===== src/rtl/fifo_pkg.sv =====
// -----------------------------------------------------------------------------
// fifo_pkg
//   Shared definitions for the async FIFO read-side blocks.
//   - FIFO_DATA_W : default data width of memory read data and output stream
//   - FIFO_BUF_D  : depth of the FWFT output buffer (the design relies on 2)
//   - level_t     : buffer occupancy type (0..2)
//   - occupancy() : words held, plus the word arriving, minus the word leaving
// -----------------------------------------------------------------------------
package fifo_pkg;

   localparam int unsigned FIFO_DATA_W = 8;
   localparam int unsigned FIFO_BUF_D  = 2;

   typedef logic [1:0] level_t;

   // One bit of headroom, so that a full buffer plus an arriving word (3)
   // is still representable and can be caught by the overflow check.
   function automatic logic [2:0] occupancy(input level_t count,
                                            input logic   add,
                                            input logic   sub);
      return {1'b0, count} + {2'b00, add} - {2'b00, sub};
   endfunction

endpackage


===== src/rtl/fwft_buf2.sv =====
// -----------------------------------------------------------------------------
// fwft_buf2
//   Two-entry shift buffer. Entry 0 is the head. A dequeue shifts entry 1
//   into entry 0. A write lands in the first free slot that remains after
//   the dequeue of this cycle, so a write and a dequeue can share a cycle.
//
// Ports
//   clk_i    in   1       clock, posedge
//   rst_i    in   1       synchronous active-high reset (empties the buffer)
//   wr_i     in   1       write wdata_i this cycle
//   wdata_i  in   DATA_W  write data
//   deq_i    in   1       remove the head this cycle (ignored when empty)
//   head_o   out  DATA_W  registered head entry (zero after reset)
//   count_o  out  2       registered number of entries held (0..2)
// -----------------------------------------------------------------------------
module fwft_buf2
   import fifo_pkg::*;
#(
   parameter int unsigned DATA_W = FIFO_DATA_W
) (
   input  logic              clk_i,
   input  logic              rst_i,
   input  logic              wr_i,
   input  logic [DATA_W-1:0] wdata_i,
   input  logic              deq_i,
   output logic [DATA_W-1:0] head_o,
   output level_t            count_o
);

   logic [DATA_W-1:0] buf0_q, buf0_d;
   logic [DATA_W-1:0] buf1_q, buf1_d;
   level_t            count_q, count_d;
   logic              deq_eff;
   level_t            slot;
   logic [2:0]        count_nxt;

   always_comb begin
      deq_eff   = deq_i & (count_q != 2'd0);
      // Slot index after the dequeue shift: with one word held and one
      // leaving, the new word becomes the head.
      slot      = count_q - {1'b0, deq_eff};
      count_nxt = occupancy(count_q, wr_i, deq_eff);
      count_d   = count_nxt[1:0];

      buf0_d = buf0_q;
      buf1_d = buf1_q;
      if (deq_eff) begin
         buf0_d = buf1_q;
      end
      if (wr_i) begin
         if (slot == 2'd0) begin
            buf0_d = wdata_i;
         end else begin
            buf1_d = wdata_i;
         end
      end
   end

   // Head entry and count: reset so that the stream output reads as zero.
   always_ff @(posedge clk_i) begin
      if (rst_i) begin
         count_q <= '0;
         buf0_q  <= '0;
      end else begin
         count_q <= count_d;
         buf0_q  <= buf0_d;
         // Upstream credit logic must never let a third word arrive.
         assert (count_nxt <= 3'd2);
      end
   end

   // Second entry is pure data: only meaningful while count_q == 2.
   always_ff @(posedge clk_i) begin
      buf1_q <= buf1_d;
   end

   assign head_o  = buf0_q;
   assign count_o = count_q;

endmodule


===== src/rtl/rd_fwft_stage.sv =====
// -----------------------------------------------------------------------------
// rd_fwft_stage
//   Read-side output stage of the async FIFO. Converts the pop interface of
//   the read-pointer block (empty in, rd_en out, memory data one cycle after
//   the pop) into a first-word-fall-through valid/ready stream, backed by a
//   two-entry output buffer. Sustains one word per cycle.
//
// Ports
//   rd_clk      in   1       read-domain clock, posedge
//   rd_rst      in   1       synchronous active-high reset
//   empty       in   1       registered empty flag from the read-pointer block
//   rd_en       out  1       pop request; a pop happens when rd_en & ~empty
//   mem_rdata   in   DATA_W  memory read data, valid the cycle after a pop
//   dout        out  DATA_W  head-of-buffer data (registered)
//   dout_valid  out  1       dout holds a valid word
//   dout_ready  in   1       consumer takes dout this cycle
//   buf_level   out  2       words currently held in the buffer (registered)
// -----------------------------------------------------------------------------
module rd_fwft_stage
   import fifo_pkg::*;
#(
   parameter int unsigned DATA_W = FIFO_DATA_W,
   parameter int unsigned BUF_D  = FIFO_BUF_D
) (
   input  logic              rd_clk,
   input  logic              rd_rst,
   input  logic              empty,
   output logic              rd_en,
   input  logic [DATA_W-1:0] mem_rdata,
   output logic [DATA_W-1:0] dout,
   output logic              dout_valid,
   input  logic              dout_ready,
   output logic [1:0]        buf_level
);

   localparam logic [2:0] CREDITS = 3'(BUF_D);

   logic              inflight_q, inflight_d;
   logic              pop;
   logic              deq;
   level_t            count;
   logic [DATA_W-1:0] head;

   assign dout_valid = (count != 2'd0);
   assign deq        = dout_valid & dout_ready;

   // Credit check: a pop is requested only if the word it produces is sure
   // to find a free slot, counting the word already in flight and the word
   // leaving this cycle. Deliberately independent of empty; the pointer
   // block qualifies the request with its own flag.
   assign rd_en = ~rd_rst & (occupancy(count, inflight_q, deq) < CREDITS);
   assign pop   = rd_en & ~empty;

   always_comb begin
      inflight_d = pop;
   end

   always_ff @(posedge rd_clk) begin
      if (rd_rst) begin
         inflight_q <= 1'b0;
      end else begin
         inflight_q <= inflight_d;
         // A real pop was issued last cycle, so the memory owes us data.
         if (inflight_q) begin
            assert (!$isunknown(mem_rdata));
         end
      end
   end

   // Memory data is captured into the buffer the cycle after its pop; the
   // buffer output is registered, so there is no path mem_rdata -> dout.
   fwft_buf2 #(
      .DATA_W (DATA_W)
   ) u_buf (
      .clk_i   (rd_clk),
      .rst_i   (rd_rst),
      .wr_i    (inflight_q),
      .wdata_i (mem_rdata),
      .deq_i   (deq),
      .head_o  (head),
      .count_o (count)
   );

   assign dout      = head;
   assign buf_level = count;

endmodule


===== config.mk =====
export PLATFORM = sky130hd
export DESIGN_NAME = rd_fwft_stage
export DESIGN_NICKNAME = d
export VERILOG_FILES = /design/src/rtl/fifo_pkg.sv /design/src/rtl/fwft_buf2.sv /design/src/rtl/rd_fwft_stage.sv
export SDC_FILE = /design/constraint.sdc
export NUM_CORES = 1
export LEC_CHECK = 0
export BUFFER_PORTS_ARGS = -buffer_cell sky130_fd_sc_hd__buf_4
export CAP_MARGIN = 20
export CORE_ASPECT_RATIO = 0.7
export CORE_MARGIN = 3
export CORE_UTILIZATION = 45
export CTS_CLUSTER_SIZE = 12
export DETAILED_ROUTE_END_ITERATION = 6
export MAX_ROUTING_LAYER = met4
export PLACE_DENSITY = 0.73
export SYNTH_ARGS = -nofsm -noshare
export SYNTH_HDL_FRONTEND = slang
export SYNTH_HIERARCHICAL = 1
export SYNTH_SLANG_ARGS = --single-unit

===== constraint.sdc =====
create_clock -name rd_clk -period 2.2 [get_ports rd_clk]
set_clock_uncertainty 0.1 [all_clocks]
set_input_delay 0.11 -clock rd_clk [delete_from_list [all_inputs] [get_ports rd_clk]]
set_output_delay 0.11 -clock rd_clk [all_outputs]
set_load 0.02 [all_outputs]

# == Yosys cells after proc, flatten, opt, wreduce, memory -nomap -nowiden ==
# Index checks and enable logic that the tools add are counted.
# totals
regBits,19
inputBits,12
out_inout_bits,12
word_cells,22
# op_classes
add_sub_neg,4
n_lt_le_gt_ge,1
n_mux,3
n_bitwise,7
reduce_logical,3
# op_table
operator,n
two-way mux 8 bit,3
AND 1 bit,4
subtractor 2 x 1 -> 2 bit,2
adder 2 x 1 -> 3 bit,1
< comparator 3 x 2 -> 1 bit (second input constant),1
inverter 1 bit,3
subtractor 3 x 1 -> 3 bit,1
logical NOT 2 bit,1
AND reduction 2 bit,1
nonzero test 2 bit,1

# == Logic depth before layout (Yosys ltp) ==
# logic_depth
word_depth,7
depth_mapped,8
depth_no_buf,7

# == Hierarchy ==
# The synthesis kept the hierarchy.
# by_module_without_submodules
mod,n_inst,cells_per_inst,area_per_inst_um2,seq_area_each_um2
fwft_buf2,1,68,789.5,440.4
rd_fwft_stage,1,10,106.4,20.0

# == Worst setup path after synthesis ==
# OpenSTA, ideal clock, no wires.
# synth_path
path_type,register to output
from,register u_buf.count_q[1] (netlist: u_buf/count_o[1])
to,output port rd_en
arrival_time_ns,2.557
required_time_ns,1.990
slack_ns,-0.567
path_stages_with_launch,8
n_path_buf,0
cell_sequence,dfxtp_1 or2_1 and2_1 ha_1 nand2b_1 fa_1 xor2_1 nor3b_1
# synth_between
elab_chain_cells,5
elab_cells_between_ends,6
classes_between,2 x add/sub; 1 x order compare; 2 x bitwise; 1 x reduce/logical
# synth_rtl
element,line_no,source
start: declaration,fwft_buf2.sv:32,"level_t count_q, count_d;"
start signal: assignment,fwft_buf2.sv:65,count_q <= count_d;
nonzero test 2 bit,rd_fwft_stage.sv:44,assign dout_valid = (count != 2'd0);
via dout_valid,rd_fwft_stage.sv:31,"output logic dout_valid,"
AND 1 bit,rd_fwft_stage.sv:45,assign deq = dout_valid & dout_ready;
via deq,rd_fwft_stage.sv:40,logic deq;
subtractor 3 x 1 -> 3 bit,fifo_pkg.sv:21,"return {1'b0, count} + {2'b00, add} - {2'b00, sub};"
< comparator 3 x 2 -> 1 bit,rd_fwft_stage.sv:51,"assign rd_en = ~rd_rst & (occupancy(count, inflight_q, deq) < CREDITS);"
AND 1 bit,rd_fwft_stage.sv:51,
end: declaration,rd_fwft_stage.sv:28,"output logic rd_en,"
# The timed path passes the listed nets, and every way through them passes these cells.

# == Final worst setup path ==
# layout_path
from,register u_buf.count_q[0] (netlist: u_buf/count_o[0])
to,output port rd_en
# layout_between
elab_chain_cells,5
elab_cells_between_ends,6
classes_between,2 x add/sub; 1 x order compare; 2 x bitwise; 1 x reduce/logical
# layout_rtl
element,line_no
nonzero test 2 bit,rd_fwft_stage.sv:44
AND 1 bit,rd_fwft_stage.sv:45
via deq,rd_fwft_stage.sv:40
subtractor 3 x 1 -> 3 bit,fifo_pkg.sv:21
< comparator 3 x 2 -> 1 bit,rd_fwft_stage.sv:51
AND 1 bit,rd_fwft_stage.sv:51
# The timed path passes the listed nets, and every way through them passes these cells.

==> flow_metrics.env <==
export IMPL_status="complete, but fails checks"
export IMPL_violations="negative setup slack"
export IMPL_drive_gt1_frac=0.430
export IMPL_synth_avg_cell_area_sq_um=11.5
export IMPL_hold_end="u_buf/head_o[3]$_SDFF_PP0_"
export IMPL_numPortBuffers=23
export IMPL_synth_top_area_frac=0.268
export IMPL_total_power_mw=0.930
export IMPL_fin_crit_ns=2.43
export IMPL_syn_nets=93
export IMPL_tritoncts="yes"
export IMPL_ir_drop_mv=0.585
export IMPL_reg2reg_depth=8
export IMPL_fin_util=0.735
export IMPL_tns_ns=-0.229
export IMPL_ys_top_cells_by_area="edfxtp_1 (27%), dfxtp_1 (25%), a311oi_2 (13%)"
export IMPL_nets=130
export IMPL_cts_made_buffers=3
export IMPL_core_region_area_sq_um=1730
export IMPL_hold_class="in -> reg"
export IMPL_synth_top_cells_by_count="nand2_1 (16), dfxtp_1 (11), a311oi_2 (8), edfxtp_1 (8), nor3_1 (8)"
export IMPL_ff2ff_setup_slack_ns=0.19
export IMPL_worstPathRequired_ns=1.99
export IMPL_worstPathCellList="or2_4, and2_4, ha_4, nand2b_4, fa_2, xor2_2, nor3b_4, buf_6"
export IMPL_ys_ff_latch=19
export IMPL_drc=0
export IMPL_tightest_slew_ns=0.688
export IMPL_setup_slack_ns=-0.229
export IMPL_worstPathArrival_ns=2.22
export IMPL_synth_top_family_by_area="simple AND/OR/NAND/NOR gates"
export IMPL_grt_busiest_layer="met2"
export IMPL_yosysWarningCount=6
export IMPL_overflow=0
export IMPL_use_met3=0.0625
export IMPL_cts_htree_levels=1
export IMPL_drt_first_pass_iters=4
export IMPL_cp_slowest_cell="dfxtp_4"
export IMPL_nFillCells=131
export IMPL_fmax_mhz=412
export IMPL_cts_root_buf="clkbuf_4"
export IMPL_setup_violations=1
export IMPL_synthAdderAreaFrac=0.0503
export IMPL_r2r_start="u_buf/count_o[0]$_SDFF_PP0_"
export IMPL_hold_violations=0
export IMPL_wl_per_cell_um=16.3
export IMPL_synthMostInstantiatedCell="nand2_1"
export IMPL_leakagePower_nw=0.493
export IMPL_fp_dieW_um=59.3
export IMPL_drv_slew=0
export IMPL_critPathCaptureType="output port"
export IMPL_cts_buffer_depth=2
export IMPL_floorplan_initialDensity=0.519
export IMPL_synth_cell_types=24
export IMPL_clock_sinks=19
export IMPL_timing_rr_end="u_buf/count_o[1]$_SDFF_PP0_"
export IMPL_grt_max_degree=13
export IMPL_viasPerCell=5.41
export IMPL_area_growth_pct=41.6
export IMPL_powerDensity_nw_per_um2=733
export IMPL_io_pins=24
export IMPL_yosysTopAreaCell="edfxtp_1"
export IMPL_dp_hpwl_um=1520
export IMPL_critPathMaxStageDelay_ns=0.35
export IMPL_hold_ws_ns=0.0283
export IMPL_cp_num_buf_inv=1
export IMPL_synth_flop_cell="dfxtp_1"
export IMPL_startpoint="u_buf/count_o[0]$_SDFF_PP0_"
export IMPL_antenna_cells=0
export IMPL_use_met2=0.312
export IMPL_grt_pass1_wl_um=3520
export IMPL_start_kind="register"
export IMPL_first_global_vias=747
export IMPL_seq_area_frac_synth=0.514
export IMPL_rsz0062_at_grt="true"
export IMPL_synth_cells=78
export IMPL_synth_area_sq_um=896
export IMPL_drtIter0Drc=25
export IMPL_path_max_fanout=5
export IMPL_antenna_found_initial=0
export IMPL_clk_latency_ns=0.30
export IMPL_synth_xor_area_share=0.00978
export IMPL_synth_compound_gate_area_share=0.176
export IMPL_critPathTopFamily="simple AND/OR/NAND/NOR gates"
export IMPL_min_delay_path_depth=2
export IMPL_rows=12
export IMPL_dieArea_sq_um=2570
export IMPL_period_share=1.10
export IMPL_synth_edf_count=8
export IMPL_synthMuxAreaShare=0
export IMPL_async_flop_share=0
export IMPL_timing_slew_headroom=0.538
export IMPL_ant_nets=0
export IMPL_die_h_um=43.3
export IMPL_hp_start="rd_rst"
export IMPL_postCtsSetupRepairBufs=0
export IMPL_crit_type="reg -> out"
export IMPL_grt_usage=0.194
export IMPL_grt_use_met1=0.240
export IMPL_synth_simple_area_share=0.208
export IMPL_maxCapViolCount=0
export IMPL_drt_total_wl_um=2200
export IMPL_vias=730
export IMPL_globalplace_congestion=0.770
export IMPL_clk_pin_slew_ns=0.11
==> metal layers <==
layer,vias up,wire (um)
met1,358,1030
li1,354,-
met5,-,0
met3,2,104
met2,16,1060
met4,0,10
==> kinds of logic (layout without fill, tap and decap cells) <==
kind of cell | Yosys count | in the layout
compound gates | 14 | 14
xor+xnor | 1 | 1
fa+ha+maj | 3 | 3
buf+inv | 6 | 42
flops | 19 | 19
simple gates | 35 | 35
==> cell usage in the layout, fill, tap and decap left out, drive strengths merged <==
cell type     n
nand2        16
a21o          1
o21a          2
nor2b         3
fa            1
nor3          8
inv           2
clkbuf        4
nor4b         1
dlygate4sd3   9
nor3b         1
buf          27
dfxtp        11
and2          1
a21oi         1
or3           1
o21ai         2
edfxtp        8
xor2          1
a311oi        8
nand2b        2
or2           2
ha            2
==> repair_timing <==
item	CTS	global route
hold buffers	9	0
resized for setup	1	0
pin swaps	2	0
hold endpoints to repair	9	0
endpoints found under the setup margin	1	1
==> state kept, by name (all words and copies together), names as in the netlist <==
name / flops
inflight_q: 1
u_buf/buf1_q: 8
u_buf/count_o: 2
u_buf/head_o: 8
==> power breakdown <==
group,switching [mW],internal (mW),total [mW]
clock,0.105,0.0707,0.176
combinational,0.168,0.160,0.328
sequential,0.0210,0.405,0.426
total,0.294,0.635,0.930
==> how the worst max path moves through the flow <==
stage            end  slack, ns  depth (start not counted)
4_1_cts        rd_en      -0.25                          8
3_3_place_gp   rd_en       0.06                          8
3_5_place_dp   rd_en       0.04                          8
6_report       rd_en      -0.23                          8
5_1_grt        rd_en      -0.31                          8
2_1_floorplan  rd_en    -0.0002                          7
==> per-stage QoR <==
stage / instance area (sq um) / worst slack [ns] / cells
6_report: 1270 / -0.229 / 135
5_1_grt: 1270 / -0.314 / 135
4_1_cts: 1270 / -0.247 / 135
3_5_place_dp: 1150 / 0.0402 / 122
3_3_place_gp: 1150 / 0.0596 / 122
2_1_floorplan: 950 / -0.000207 / 78
==> cell type report <==
cell class / instances / area [sq um] / share of cell area
Sequential cell: 19 / 468 / 0.369
Inverter: 2 / 7.51 / 0.00592
Timing Repair Buffer: 36 / 297 / 0.234
Multi-Input combinational cell: 53 / 444 / 0.350
Clock buffer: 4 / 26.3 / 0.0207
Tap cell: 21 / 26.3 / 0.0207
(Power assumes the default switching activity.)
